### config.mk
export PLATFORM = sky130hd
export DESIGN_NAME = debounce_filter
export DESIGN_NICKNAME = d
export VERILOG_FILES = /design/src/rtl/debounce_filter.sv
export SDC_FILE = /design/constraint.sdc
export NUM_CORES = 1
export LEC_CHECK = 0
export CAP_MARGIN = 20
export CELL_PAD_IN_SITES_DETAIL_PLACEMENT = 1
export CELL_PAD_IN_SITES_GLOBAL_PLACEMENT = 2
export CORE_ASPECT_RATIO = 1.1
export CORE_UTILIZATION = 38
export DETAILED_ROUTE_END_ITERATION = 7
export MAX_ROUTING_LAYER = met4
export PLACE_DENSITY = 0.92
export REMOVE_ABC_BUFFERS = 1
export SLEW_MARGIN = 15
export SYNTH_ARGS = -nofsm -noshare
export SYNTH_HDL_FRONTEND = slang
export SYNTH_SLANG_ARGS = --single-unit
### constraint.sdc
create_clock -name Clk_In -period 3.1 [get_ports Clk_In]
set_input_delay 0.62 -clock Clk_In [delete_from_list [all_inputs] [get_ports Clk_In]]
set_output_delay 0.62 -clock Clk_In [all_outputs]
set_load 0.01 [all_outputs]
### src/rtl/debounce_filter.sv
// Debounce filter for a noisy asynchronous level input such as a switch or button.
// Raw_In passes through a two-flop synchronizer. A new level is accepted only after
// STABLE_COUNT consecutive enabled cycles at that level. Each accepted change raises
// a registered one-cycle rise or fall pulse together with the Clean_Out update.
//
// Supported range: 2 <= STABLE_COUNT <= 2**COUNT_WIDTH - 1.
//
// state       | meaning
// ------------+-------------------------------------------------------------
// STABLE_LOW  | Clean_Out = 0, waiting for an enabled synchronized high
// PEND_HIGH   | synchronized high seen, counting toward acceptance of a 1
// STABLE_HIGH | Clean_Out = 1, waiting for an enabled synchronized low
// PEND_LOW    | synchronized low seen, counting toward acceptance of a 0
module debounce_filter #(
  parameter int STABLE_COUNT = 4,
  parameter int COUNT_WIDTH  = 8
) (
  input  logic Clk_In,
  input  logic Reset_n_In,
  input  logic Enable_In,
  input  logic Raw_In,
  output logic Clean_Out,
  output logic Rise_Pulse_Out,
  output logic Fall_Pulse_Out,
  output logic Busy_Out
);

  typedef enum logic [1:0] {
    STABLE_LOW  = 2'b00,
    PEND_HIGH   = 2'b01,
    STABLE_HIGH = 2'b10,
    PEND_LOW    = 2'b11
  } state_t;

  // Value the counter holds in the cycle before a candidate level is accepted.
  localparam logic [COUNT_WIDTH-1:0] CNT_LAST = COUNT_WIDTH'(STABLE_COUNT - 1);
  localparam logic [COUNT_WIDTH-1:0] CNT_ONE  = COUNT_WIDTH'(1);

  logic                   sync_q1;
  logic                   sync_q2;
  state_t                 state_q;
  state_t                 state_d;
  logic [COUNT_WIDTH-1:0] count_q;
  logic [COUNT_WIDTH-1:0] count_d;
  logic                   clean_q;
  logic                   clean_d;
  logic                   rise_q;
  logic                   rise_d;
  logic                   fall_q;
  logic                   fall_d;

  // Two-flop synchronizer; sync_q2 is the only internal view of Raw_In.
  always_ff @(posedge Clk_In or negedge Reset_n_In) begin
    if (!Reset_n_In) begin
      sync_q1 <= 1'b0;
      sync_q2 <= 1'b0;
    end else begin
      sync_q1 <= Raw_In;
      sync_q2 <= sync_q1;
    end
  end

  // State, stability counter and registered outputs.
  always_ff @(posedge Clk_In or negedge Reset_n_In) begin
    if (!Reset_n_In) begin
      state_q <= STABLE_LOW;
      count_q <= '0;
      clean_q <= 1'b0;
      rise_q  <= 1'b0;
      fall_q  <= 1'b0;
    end else begin
      state_q <= state_d;
      count_q <= count_d;
      clean_q <= clean_d;
      rise_q  <= rise_d;
      fall_q  <= fall_d;
    end
  end

  // Next-state logic. Losing the candidate level or dropping the enable both abandon
  // qualification without producing a pulse.
  always_comb begin
    state_d = state_q;
    count_d = count_q;
    clean_d = clean_q;
    rise_d  = 1'b0;
    fall_d  = 1'b0;
    unique case (state_q)
      STABLE_LOW: begin
        clean_d = 1'b0;
        count_d = '0;
        if (Enable_In && sync_q2) begin
          state_d = PEND_HIGH;
          count_d = CNT_ONE;
        end
      end
      PEND_HIGH: begin
        if (!Enable_In || !sync_q2) begin
          state_d = STABLE_LOW;
          count_d = '0;
        end else if (count_q == CNT_LAST) begin
          state_d = STABLE_HIGH;
          clean_d = 1'b1;
          rise_d  = 1'b1;
          count_d = '0;
        end else begin
          count_d = count_q + CNT_ONE;
        end
      end
      STABLE_HIGH: begin
        clean_d = 1'b1;
        count_d = '0;
        if (Enable_In && !sync_q2) begin
          state_d = PEND_LOW;
          count_d = CNT_ONE;
        end
      end
      PEND_LOW: begin
        if (!Enable_In || sync_q2) begin
          state_d = STABLE_HIGH;
          count_d = '0;
        end else if (count_q == CNT_LAST) begin
          state_d = STABLE_LOW;
          clean_d = 1'b0;
          fall_d  = 1'b1;
          count_d = '0;
        end else begin
          count_d = count_q + CNT_ONE;
        end
      end
      default: begin
        state_d = STABLE_LOW;
        count_d = '0;
        clean_d = 1'b0;
      end
    endcase
  end

  assign Clean_Out      = clean_q;
  assign Rise_Pulse_Out = rise_q;
  assign Fall_Pulse_Out = fall_q;
  assign Busy_Out       = (state_q == PEND_HIGH) || (state_q == PEND_LOW);

endmodule

=== After elaboration in Yosys (flattened, before gate mapping) ===
Cells that the tools add are included.

* Register bits: 15
* Output and inout port bits: 4
* Logic and storage cells: 53
* Bits of input ports: 4

* Reductions and logical operators: 10
* Add/sub/neg operators: 1
* Equality and inequality tests: 12
* Mux-type cells: 23

{| class="wikitable"
|+ Operator list
! operator !! count
|-
| $pmux W8 S4 || 1
|-
| $mux W8 || 3
|-
| $mux W2 || 6
|-
| $ne A2 B2 Y1 const B || 6
|-
| $mux W1 || 11
|-
| $add A8 B1 Y8 const B || 1
|-
| $eq A8 B2 Y1 const B || 1
|-
| $pmux W2 S4 || 1
|-
| $reduce_and A4 Y1 || 2
|-
| $ne A3 B3 Y1 const B || 2
|-
| $eq A2 B2 Y1 const B || 2
|-
| $pmux W1 S4 || 1
|-
| $logic_or A1 B1 Y1 || 3
|-
| $eq A2 B1 Y1 const B || 1
|-
| $logic_and A1 B1 Y1 || 2
|-
| $logic_not A1 Y1 || 2
|-
| $logic_not A2 Y1 || 1
|}

=== Depth between registers and ports, before layout ===
Gate-level depths: netlist of the first run.

* Word-level depth: 4
* Mapped depth: 7
* Mapped depth without buffers: 6

=== Worst setup path after synthesis of the first run ===
No wires, ideal clock.

* Path type: register to register
* From: register count_q[0]
* To: register count_q[0]
* Cell stages (with the launch flop): 7
* Setup time: 0.080 ns
* Period minus slack after synthesis: 1.694 ns
* Path buffers: 1
* Data arrival time: 1.614 ns
* Data required time: 3.020 ns
* Slack: 1.406 ns
* Cell sequence: dfrtp_1 -> ha_1 -> nor4b_2 -> a221o_1 -> or2_1 -> buf_6 -> o22ai_2

* Word-level cells in the longest chain between the ends: 4
* Elaborated cells on any way between the ends: 6
* Classes of those cells: 1 x add/sub; 1 x eq/ne; 4 x mux

{| class="wikitable"
|+ Ends and longest elaborated chain
! element !! line !! RTL
|-
| start: declaration || 43 || <nowiki>logic [COUNT_WIDTH-1:0] count_q;</nowiki>
|-
| start signal: assignment || 73 || <nowiki>count_q <= count_d;</nowiki>
|-
| $add A8 B1 Y8 / $eq A8 B2 Y1 (equally long branches) || - ||
|-
| $mux W8 (*) || 101, 122 ||
|-
| $mux W8, on equally long branches || 119, 98 ||
|-
| $pmux W8 S4 (*) || 88 || <nowiki>unique case (state_q)</nowiki>
|-
| net count_d[0] || 44 || <nowiki>logic [COUNT_WIDTH-1:0] count_d;</nowiki>
|}

Mark *: on every way through the listed nets, which the timed path passes. The rest lies on a longest branch.
A chain may end at the register's enable or synchronous reset.

=== Worst setup path in the final report of the first run ===
* From: register state_q[0]
* To: output port Busy_Out

* Word-level cells in the longest chain between the ends: 2
* Elaborated cells on any way between the ends: 3
* Classes of those cells: 2 x eq/ne; 1 x reduce/logical

{| class="wikitable"
|+ Ends and longest elaborated chain
! element !! line !! RTL
|-
| start: declaration || 41 || <nowiki>state_t state_q;</nowiki>
|-
| start signal: assignment || 72 || <nowiki>state_q <= state_d;</nowiki>
|-
| $eq A2 B1 Y1 / $eq A2 B2 Y1 (equally long branches) || 142 || <nowiki>assign Busy_Out = (state_q == PEND_HIGH) || (state_q == PEND_LOW);</nowiki>
|-
| $logic_or A1 B1 Y1 (*) || 142 ||
|-
| end: declaration || 25 || <nowiki>output logic Busy_Out</nowiki>
|}

Every way passes the cells marked *; elsewhere a longest branch is shown, timed or not.

==> summary.md, run 1 <==
| Metric | Value |
|---|---|
| Status | `finished clean` |
| # IOs | `8` |
| Unique masters post-synth | `27` |
| Unrepaired setup endpoints after global routing | `no` |
| Startpoint types | `flip-flop` |
| Final hold viol count | `0` |
| CTS max path bufs | `2` |
| Per-cell routed wire length | `14.1 um` |
| Multiplexer share of the synthesized area | `4.00%` |
| Starting Density | `40.2%` |
| Final HPWL from detailed placement | `1.21 mm` |
| Gr ovfl total | `0` |
| Largest family of logic cells by synthesized area | `simple AND/OR/NAND/NOR gates` |
| Syn_area_per_cell | `10.6 um2` |
| Fraction of layout cells with a size suffix above 1 | `11.6%` |
| Syn Inst Count | `77` |
| Post-synth EDFFs | `0` |
| TritonCTS clock tree | `done` |
| Simple-Gate Fraction of Synth Area | `19.7%` |
| Max_cap viols | `0` |
| DR pass1 iterations | `3` |
| Number of global-route vias before repair | `632` |
| Post-Synth Adder-Cell Area | `9.23%` |
| CTS clk-pin slew, worst paths | `0.10 ns` |
| Area of the multi-input gates | `393 um2` |
| Antenna violations before repair | `0` |
| Worst skew pair latency | `0.28 ns` |
| Die height | `50.5 um` |
| Fin crit share | `78.5%` |
| Gpl congestion | `0.736` |
| Post-route non-filler standard cell count | `114` |
| Ys flop type | `dfrtp_1` |
| Layout net count | `97` |
| CP endpoint kind | `output port` |
| Reg2reg path depth | `5` |
| Area Overhead vs Synth | `13.4%` |
| Post-synth top area share | `46.2%` |
| Max_slew headroom | `53.9%` |
| Xor-xnor portion of the synthesized cell area | `6.46%` |
| CTS H-tree lvls | `1` |
| Crit-path max FO | `4` |
| Post-layout util | `45.6%` |
| Cell Rows | `17` |
| Worst-margin pin slew | `0.689 ns` |
| Leakage power | `0.414 nW` |
| Slew Viols, Final | `0` |
| Setup slack, reg-to-reg | `1.17 ns` |
| # DRC | `0` |
| Hold_buf cts | `0` |
| Die W | `46.1 um` |
| Max Clock Skew | `0.00749 ns` |
| Worst hold path type | `flip-flop to flip-flop` |
| Sequential area share after synthesis | `46.2%` |
| Yosys warns | `0` |
| Dpl cells | `110` |
| Fraction of registers with async set/reset | `100%` |
| Post-cts sizing count | `0` |
| CORE AREA | `2020 um2` |
| Min cycle time layout | `2.43 ns` |
| Synthesized area | `813 um2` |
| Crit Path Class | `flip-flop to output port` |
| Power Dens Cells | `654 nW/um2` |
| DR iter-0 viols | `5` |
| First-pass GRT wire length | `2.94 mm` |
| CTS root buf | `clkbuf_4` |
| Post-route ant nets | `0` |
| Yosys top cell by area | `dfrtp_1` |
| Worst hold path endpoint | `sync_q2$_DFF_PN0_` |
| Sink count of the clock tree | `15` |
| Reg area | `375 um2` |
| VDD IR-drop max | `0.344 mV` |
| Fill cells | `248` |
| Routed wire length | `1.60 mm` |
| Total setup buffers inserted after CTS | `0` |
| Hold depth | `0` |
| Post-synthesis register bit count | `15` |
| N_diodes | `0` |
| Post-route setup TNS | `0 ns` |
| WP data required | `2.48 ns` |
| Synth Area in Compound Gates | `8.92%` |
| TritonCTS buffer count | `3` |
| Vias post-DR | `578` |
| FMAX | `411 MHz` |
| Hold Startpoint | `sync_q1$_DFF_PN0_` |
| Gr usage total | `18.0%` |
| Via-to-Cell Ratio | `5.07` |
| Reg-to-Reg End | `count_q[0]$_DFF_PN0_` |
| Largest net degree at the start of global routing | `16` |
| Final Setup Violations | `0` |
| Crit path DAT | `1.81 ns` |
| Die ar. | `2330 um2` |
| Number of port buffers | `7` |
| Synth area leaders | `dfrtp_1 (46%), ha_1 (9.2%), xor2_1 (5.4%)` |
| Worst R2R Start | `count_q[0]$_DFF_PN0_` |
cells in the final DEF, fill, tap and decap left out, drive strengths merged, types with 2 or more instances in the layout:
master	n
nor4b	2
a21oi	6
xor2	5
ha	6
nand2	2
nand3	5
o22ai	2
mux2	2
inv	6
or2	2
and3	2
clkbuf	4
nor2	10
dfrtp	15
clkdlybuf4s50	7
logic make-up after synthesis:
kind of cell,after synthesis
AOI/OAI and AO/OA,11
xor gates and xnor gates,6
adders and majority gates,6
buffers and inverters,8
DFF,15
muxes,3
and+or+nand+nor,28
layer usage:
| metal | up-vias | share of wire, % | track usage, % |
|---|---|---|---|
| met5 | - | 0 | - |
| met4 | 0 | 1.1 | 7.35 |
| met3 | 2 | 2.2 | 3.24 |
| met2 | 8 | 48 | 27.5 |
| met1 | 290 | 49 | 23.1 |
| li1 | 278 | - | - |
state kept, by name, indices dropped and copies added (netlist names):
name and count:
sync_q1 1, sync_q2 1, Clean_Out 1, count_q 8
state_q 2, Rise_Pulse_Out 1, Fall_Pulse_Out 1
cells in the mapped netlist (2+ instances only):
cell type and number:
dfrtp_1 15, nor2_1 10, a21oi_1 6, ha_1 6
inv_1 6, nand3_1 5, xor2_1 5, and3_1 2
buf_6 2, mux2_2 2, nand2_1 2
worst max-delay path, cell delays in order, from the launching register on:
cell and delay (ns):
dfrtp_1 0.44, ha_1 0.30, or2_2 0.31, clkdlybuf4s50_1 0.48
how the worst max path moves through the flow:
stage | start | cells after the start | endpoint | slack (ns)
floorplan | Enable_In | 4 | Clean_Out$_DFFE_PN0P_ | 1.41
global placement | Enable_In | 5 | Clean_Out$_DFFE_PN0P_ | 0.83
detailed placement | Enable_In | 5 | Clean_Out$_DFFE_PN0P_ | 0.70
CTS | state_q[0]$_DFFE_PN0P_ | 3 | Busy_Out | 0.65
global route | state_q[0]$_DFFE_PN0P_ | 3 | Busy_Out | 0.58
finish | state_q[0]$_DFFE_PN0P_ | 3 | Busy_Out | 0.67
where the power goes:
| part | switching [mW] | leakage [nW] | internal [mW] | total [mW] |
|---|---|---|---|---|
| Sequential | 0.0271 | 0.199 | 0.222 | 0.249 |
| Combinational | 0.118 | 0.200 | 0.122 | 0.240 |
| Clock | 0.0646 | 0.0150 | 0.0498 | 0.114 |
| Total | 0.210 | 0.414 | 0.393 | 0.603 |
area by class of cell:
class	count	area share [%]
clock buffer	4	2.85
sequential	15	40.7
multi-input combinational	54	42.6
timing repair buffer	7	7.60
inverter	6	2.44
tap	28	3.80
through the flow:
stage / hold slack, ns / cell area (um2) / setup slack (ns) / total power, mW
after floorplan: 0.324 / 791 / 1.41 / 0.412
after global placement: 0.335 / 896 / 0.830 / 0.483
after detailed placement: 0.344 / 896 / 0.700 / 0.494
after CTS: 0.366 / 922 / 0.645 / 0.613
after global routing: 0.389 / 922 / 0.578 / 0.660
final: 0.366 / 922 / 0.666 / 0.603
No activity file was read; power rests on OpenSTA's default activity.
==> inputs of run 2 (changes only) <==
CORE_UTILIZATION = 35   (was 38)
PLACE_DENSITY = 0.86   (was 0.92)
clock period = 2.3 ns   (was 3.1 ns; I/O delays follow)
==> run 2 against run 1 <==
  * Combinational power rose by 36%
  * Critical path depth rose by 2
  * Hold slack got worse by 0.0074 ns
  * Power rose by 34%
  * First-iteration DRC count did not move
  * Via count rose by 0.35%
  * Global-route usage fell by 2.2 points
  * Routed wire length fell by 4.4%
  * Clock power rose by 33%
  * Register-to-register slack got worse by 0.80 ns
==> summary.md, run 2 (synthesis gave the netlist of run 1 again) <==
| Metric | Value |
|---|---|
| Status | `finished clean (unchanged)` |
| Max_cap viols | `0 (unchanged)` |
| First-pass GRT wire length | `2.63 mm (was 2.94 mm)` |
| CTS clk-pin slew, worst paths | `0.09 ns (was 0.10 ns)` |
| Reg with most FFs | `count_q (unchanged)` |
| DR iter-0 viols | `5 (unchanged)` |
| Crit path launch | `Enable_In (was state_q[0]$_DFFE_PN0P_)` |
| Gr usage total | `15.8% (was 18.0%)` |
| Power Dens Cells | `875 nW/um2 (was 654 nW/um2)` |
| FMAX | `513 MHz` |
| Commonest non-fill, non-tap cells in the layout | `dfrtp_1 (15), nor2_1 (10), inv_1 (6), a21oi_1 (6), clkdlybuf4s50_1 (6) (was dfrtp_1 (15), nor2_1 (10), clkdlybuf4s50_1 (7))` |
| Min cycle time layout | `1.95 ns` |
| TritonCTS buffer count | `3 (unchanged)` |
| # DRC | `0 (unchanged)` |
| Routed wire length | `1.53 mm (was 1.60 mm)` |
| Fin crit share | `84.8%` |
| Reg-to-Reg End | `count_q[0]$_DFF_PN0_ (unchanged)` |
| CP max stage cell | `clkdlybuf4s50_1 (unchanged)` |
| Worst R2R Start | `count_q[0]$_DFF_PN0_ (unchanged)` |
| Via-to-Cell Ratio | `5.09 (was 5.07)` |
| # IOs | `8 (unchanged)` |
| Final HPWL from detailed placement | `1.17 mm (was 1.21 mm)` |
| Max reg flops | `8 (unchanged)` |
| Number of global-route vias before repair | `590 (was 632)` |
| Delay of the slowest critical-path stage | `0.52 ns (was 0.48 ns)` |
| Largest registers | `count_q (8), state_q (2) (unchanged)` |
| Crit-path max FO | `4 (unchanged)` |
| Post-route setup TNS | `0 ns (unchanged)` |
| Final WS setup | `0.351 ns (was 0.666 ns)` |
| Gr ovfl total | `0 (unchanged)` |
| CTS max path bufs | `2 (unchanged)` |
| Worst hold margin | `0.358 ns (was 0.366 ns)` |
| Hold_buf cts | `0 (unchanged)` |
| Fraction of layout cells with a size suffix above 1 | `12.8% (was 11.6%)` |
| Crit Path Class | `input port to flip-flop (was flip-flop to output port)` |
| Final Setup Violations | `0 (unchanged)` |
| Sink count of the clock tree | `15 (unchanged)` |
| Cell Rows | `17 (unchanged)` |
| Max Clock Skew | `0.00586 ns (was 0.00749 ns)` |
| Die ar. | `2520 um2 (was 2330 um2)` |
| Worst-margin pin slew | `0.694 ns (was 0.689 ns)` |
| Largest net degree at the start of global routing | `16 (unchanged)` |
| Unrepaired setup endpoints after global routing | `no (unchanged)` |
| Final hold viol count | `0 (unchanged)` |
| Antenna violations before repair | `0 (unchanged)` |
| Crit path DAT | `2.13 ns (was 1.81 ns)` |
| CP endpoint kind | `flip-flop (was output port)` |
| Fill cells | `230 (was 248)` |
| Post-route non-filler standard cell count | `114 (unchanged)` |
| Worst hold path type | `flip-flop to flip-flop (unchanged)` |
| Vias post-DR | `580 (was 578)` |
| Number of port buffers | `7 (unchanged)` |
| Reg area | `375 um2 (unchanged)` |
| Gpl congestion | `0.746 (was 0.736)` |
| CTS root buf | `clkbuf_4 (unchanged)` |
| Dpl cells | `110 (unchanged)` |
| CP endpoint | `Clean_Out$_DFFE_PN0P_ (was Busy_Out)` |
| Post-place setup slack | `0.0247 ns (was 0.700 ns)` |
| Leakage power | `0.421 nW (was 0.414 nW)` |
| TritonCTS clock tree | `done (unchanged)` |
| N_diodes | `0 (unchanged)` |
| Area of the multi-input gates | `395 um2 (was 393 um2)` |
| Slew Viols, Final | `0 (unchanged)` |
| WP data required | `2.48 ns (about the same)` |
| DR pass1 iterations | `3 (unchanged)` |
| Area Overhead vs Synth | `14.0% (was 13.4%)` |
| Per-cell routed wire length | `13.4 um (was 14.1 um)` |
| Die height | `52.6 um (was 50.5 um)` |
| VDD IR-drop max | `0.631 mV (was 0.344 mV)` |
| Die W | `48.0 um (was 46.1 um)` |
| Most common cell after layout, fill and taps aside | `dfrtp_1 (unchanged)` |
| Worst-path cell chain | `clkdlybuf4s50_1 -> nor4b_1 -> a31oi_1 -> a21oi_1 -> mux2_2 (was ha_1 -> or2_2 -> clkdlybuf4s50_1)` |
| Post-route ant nets | `0 (unchanged)` |
| Startpoint types | `input port (was flip-flop)` |
| CORE AREA | `2110 um2 (was 2020 um2)` |
| Max_slew headroom | `53.6% (was 53.9%)` |
| Setup slack, reg-to-reg | `0.37 ns (was 1.17 ns)` |
| Starting Density | `38.6% (was 40.2%)` |
| Reg2reg path depth | `5 (unchanged)` |
| CTS H-tree lvls | `1 (unchanged)` |
| Layout net count | `97 (unchanged)` |
| Worst skew pair latency | `0.28 ns (about the same)` |
run 2: routing by layer:
metal / GRT usage (%) / share of wire (%)
met1: 19.7 / 49
met2: 23.6 / 48
met4: 8.33 / 0.65
met5: - / 0
met3: 3.10 / 2.1
run 2: report_power, final:
group	total [mW]	leakage, nW	internal (mW)	switching [mW]
clock	0.152	0.0150	0.0672	0.0845
sequential	0.334	0.199	0.299	0.0349
combinational	0.326	0.208	0.163	0.163
run 2: area by class of cell:
type	instances	area share (%)
Clock buffer	4	2.83
Multi-Input combinational cell	54	42.6
Timing Repair Buffer	7	7.83
Tap cell	28	3.78
Sequential cell	15	40.5
Inverter	6	2.43
run 2: critical path, delay by kind of cell:
family	cells	cell delay, ns
muxes	1	0.34
and+or+nand+nor	1	0.48
AOI/OAI and AO/OA	2	0.32
buffers and inverters	1	0.52
run 2: worst min-delay path by stage:
stage                                 start                     to  depth (start not counted)
after CTS                 sync_q1$_DFF_PN0_      sync_q2$_DFF_PN0_                          0
after global routing      sync_q1$_DFF_PN0_      sync_q2$_DFF_PN0_                          0
after detailed placement  sync_q1$_DFF_PN0_      sync_q2$_DFF_PN0_                          0
after global placement    sync_q1$_DFF_PN0_      sync_q2$_DFF_PN0_                          0
final                     sync_q1$_DFF_PN0_      sync_q2$_DFF_PN0_                          0
after floorplan                  Reset_n_In  Clean_Out$_DFFE_PN0P_                          0
run 2: per-stage QoR:
step | power (mW) | area, um2 | util [%]
2_1_floorplan | 0.556 | 791 | -
3_3_place_gp | 0.652 | 896 | 42.5
3_5_place_dp | 0.664 | 896 | 42.5
4_1_cts | 0.823 | 922 | 43.8
5_1_grt | 0.877 | 927 | 44.0
6_report | 0.811 | 927 | 44.0
run 2: what timing repair did:
| action | in CTS | in global routing |
|---|---|---|
| resized for setup | 0 | 2 |
| setup buffers | 0 | 0 |
| setup endpoints to repair | 0 | 1 |
==> inputs of run 3 (changes only) <==
clock period = 1.8 ns   (was 2.3 ns; I/O delays follow)
==> run 3 against run 2 <==
  * Non-clock buffer count is 10 higher
  * Register-to-register slack lost 0.26 ns
  * Sequential cell count unchanged
  * Hold slack worse by 0.0034 ns
  * Via count grew 9.5%
  * Clock skew shrank 0.0034 ns
  * Sequential power rose by 31%
  * Largest cell class unchanged
==> summary.md, run 3 (synthesis gave the netlist of run 1 again) <==
| Metric | Value |
|---|---|
| Most common cell after layout, fill and taps aside | `dfrtp_1 (unchanged)` |
| Unrepaired setup endpoints after global routing | `yes (was no)` |
| Power Total | `1.16 mW (was 0.811 mW)` |
| CTS clk-pin slew, worst paths | `0.09 ns (about the same)` |
| Die height | `52.6 um (unchanged)` |
| TritonCTS clock tree | `done (unchanged)` |
| Cell Rows | `17 (unchanged)` |
| Worst-margin pin slew | `0.330 ns (was 0.694 ns)` |
| Wire length on met3 | `48 um (was 32 um)` |
| Layout net count | `107 (was 97)` |
| Starting Density | `38.6% (unchanged)` |
| Routed wire length | `1.92 mm (was 1.53 mm)` |
| Min cycle time layout | `1.70 ns` |
| Reg area | `378 um2 (was 375 um2)` |
| Max Clock Skew | `0.00247 ns (was 0.00586 ns)` |
| CORE AREA | `2110 um2 (unchanged)` |
| Final HPWL from detailed placement | `1.38 mm (was 1.17 mm)` |
| Number of global-route vias before repair | `671 (was 590)` |
| Worst skew pair latency | `0.29 ns (was 0.28 ns)` |
| Number of port buffers | `7 (unchanged)` |
| TritonCTS buffer count | `3 (unchanged)` |
| Die W | `48.0 um (unchanged)` |
| Final hold viol count | `0 (unchanged)` |
| Area of the multi-input gates | `447 um2 (was 395 um2)` |
| # IOs | `8 (unchanged)` |
| CTS root buf | `clkbuf_4 (unchanged)` |
| DR iter-0 viols | `2 (was 5)` |
| Met2 Wirelength | `1.00 mm (was 739 um)` |
| Status | `finished clean (unchanged)` |
| Commonest non-fill, non-tap cells in the layout | `dfrtp_1 (13), nor2_1 (10), buf_4 (10), a21oi_1 (6), clkdlybuf4s50_1 (6) (was dfrtp_1 (15), nor2_1 (10), inv_1 (6), a21oi_1 (6), clkdlybuf4s50_1 (6))` |
| Post-route ant nets | `0 (unchanged)` |
| Crit path DAT | `1.34 ns (was 2.13 ns)` |
| Worst hold margin | `0.355 ns (was 0.358 ns)` |
| Top Layer Used | `met4 (unchanged)` |
| Area Overhead vs Synth | `28.9% (was 14.0%)` |
| DR pass1 iterations | `3 (unchanged)` |
| Max_cap viols | `0 (unchanged)` |
| VDD IR-drop max | `0.647 mV (was 0.631 mV)` |
| Hold_buf cts | `0 (unchanged)` |
| Gr ovfl total | `0 (unchanged)` |
| FMAX | `589 MHz` |
| Per-cell routed wire length | `15.5 um (was 13.4 um)` |
| Crit Path Class | `flip-flop to output port (was input port to flip-flop)` |
| Crit-path max FO | `4 (unchanged)` |
| Largest net degree at the start of global routing | `16 (unchanged)` |
| Worst hold path type | `flip-flop to flip-flop (unchanged)` |
| Reg with most FFs | `count_q (unchanged)` |
| CP endpoint kind | `output port (was flip-flop)` |
| Startpoint types | `flip-flop (was input port)` |
| WP data required | `1.44 ns (was 2.48 ns)` |
| Met1 wire length | `804 um (was 750 um)` |
| Fin crit share | `94.4%` |
| CTS H-tree lvls | `1 (unchanged)` |
| Largest registers | `count_q (8), state_q (2) (unchanged)` |
| Gr usage total | `20.4% (was 15.8%)` |
| Sink count of the clock tree | `15 (unchanged)` |
| Final Setup Violations | `0 (unchanged)` |
| Power Dens Cells | `1110 nW/um2 (was 875 nW/um2)` |
| Post-route setup TNS | `0 ns (unchanged)` |
| Leakage power | `0.466 nW (was 0.421 nW)` |
| N_diodes | `0 (unchanged)` |
| Vias post-DR | `635 (was 580)` |
| Antenna violations before repair | `0 (unchanged)` |
| First-pass GRT wire length | `3.26 mm (was 2.63 mm)` |
| Max reg flops | `8 (unchanged)` |
| Fill cells | `229 (was 230)` |
| # DRC | `0 (unchanged)` |
| Gpl congestion | `0.745 (was 0.746)` |
| CTS max path bufs | `2 (unchanged)` |
| Max_slew headroom | `77.9% (was 53.6%)` |
| Post-place setup slack | `-0.234 ns (was 0.0247 ns)` |
| Fraction of layout cells with a size suffix above 1 | `32.3% (was 12.8%)` |
| Final WS setup | `0.101 ns (was 0.351 ns)` |
| Via-to-Cell Ratio | `5.12 (was 5.09)` |
| Slew Viols, Final | `0 (unchanged)` |
| Die ar. | `2520 um2 (unchanged)` |
## run 3: cell type report
| class | count | share of cell area [%] |
|---|---|---|
| multi-input combinational | 54 | 42.6 |
| sequential | 15 | 36.0 |
| timing repair buffer | 17 | 13.4 |
| tap | 28 | 3.34 |
| clock buffer | 4 | 2.51 |
| inverter | 6 | 2.15 |
## run 3: metrics by stage
stage                     util (%)  instance area (um2)  std cells
after CTS                     48.1                 1010        124
final                         49.8                 1050        124
after global placement        45.8                  963        119
after global routing          49.8                 1050        124
after floorplan                  -                  791         75
after detailed placement      45.8                  963        119
## run 3: power breakdown
| part | switching, mW | internal (mW) |
|---|---|---|
| logic | 0.243 | 0.279 |
| registers | 0.0514 | 0.385 |
| clock network | 0.115 | 0.0862 |
| total | 0.409 | 0.751 |
## run 3: path summary, 6_finish.rpt
path / from / end / slack [ns] / cells past startpoint
worst max-delay path: state_q[0]$_DFFE_PN0P_ / Busy_Out / 0.10 / 3
worst max register to register: state_q[0]$_DFFE_PN0P_ / state_q[1]$_DFFE_PN0P_ / 0.11 / 7
max in group asynchronous: Reset_n_In / state_q[1]$_DFFE_PN0P_ / 1.23 / 2
worst min-delay path: sync_q1$_DFF_PN0_ / sync_q2$_DFF_PN0_ / 0.35 / 0
min in group asynchronous: Reset_n_In / Fall_Pulse_Out$_DFF_PN0_ / 0.38 / 2
worst min register to register: sync_q1$_DFF_PN0_ / sync_q2$_DFF_PN0_ / 0.35 / 0
## run 3: worst max-delay path, cell delays in order (launching register included)
cell and delay, ns:
dfrtp_2 0.46, ha_4 0.19, or2_2 0.26, buf_2 0.14
## run 3: layer usage
layer / up-vias / global-route usage, %
li1: 300 / -
met1: 319 / 24.0
met2: 11 / 31.1
met3: 5 / 3.10
met4: 0 / 13.9
met5: - / -
## run 3: what timing repair did
item,in CTS,in global routing
resized for setup,6,11
buffers inserted,1,0
endpoints found under the setup margin,2,8
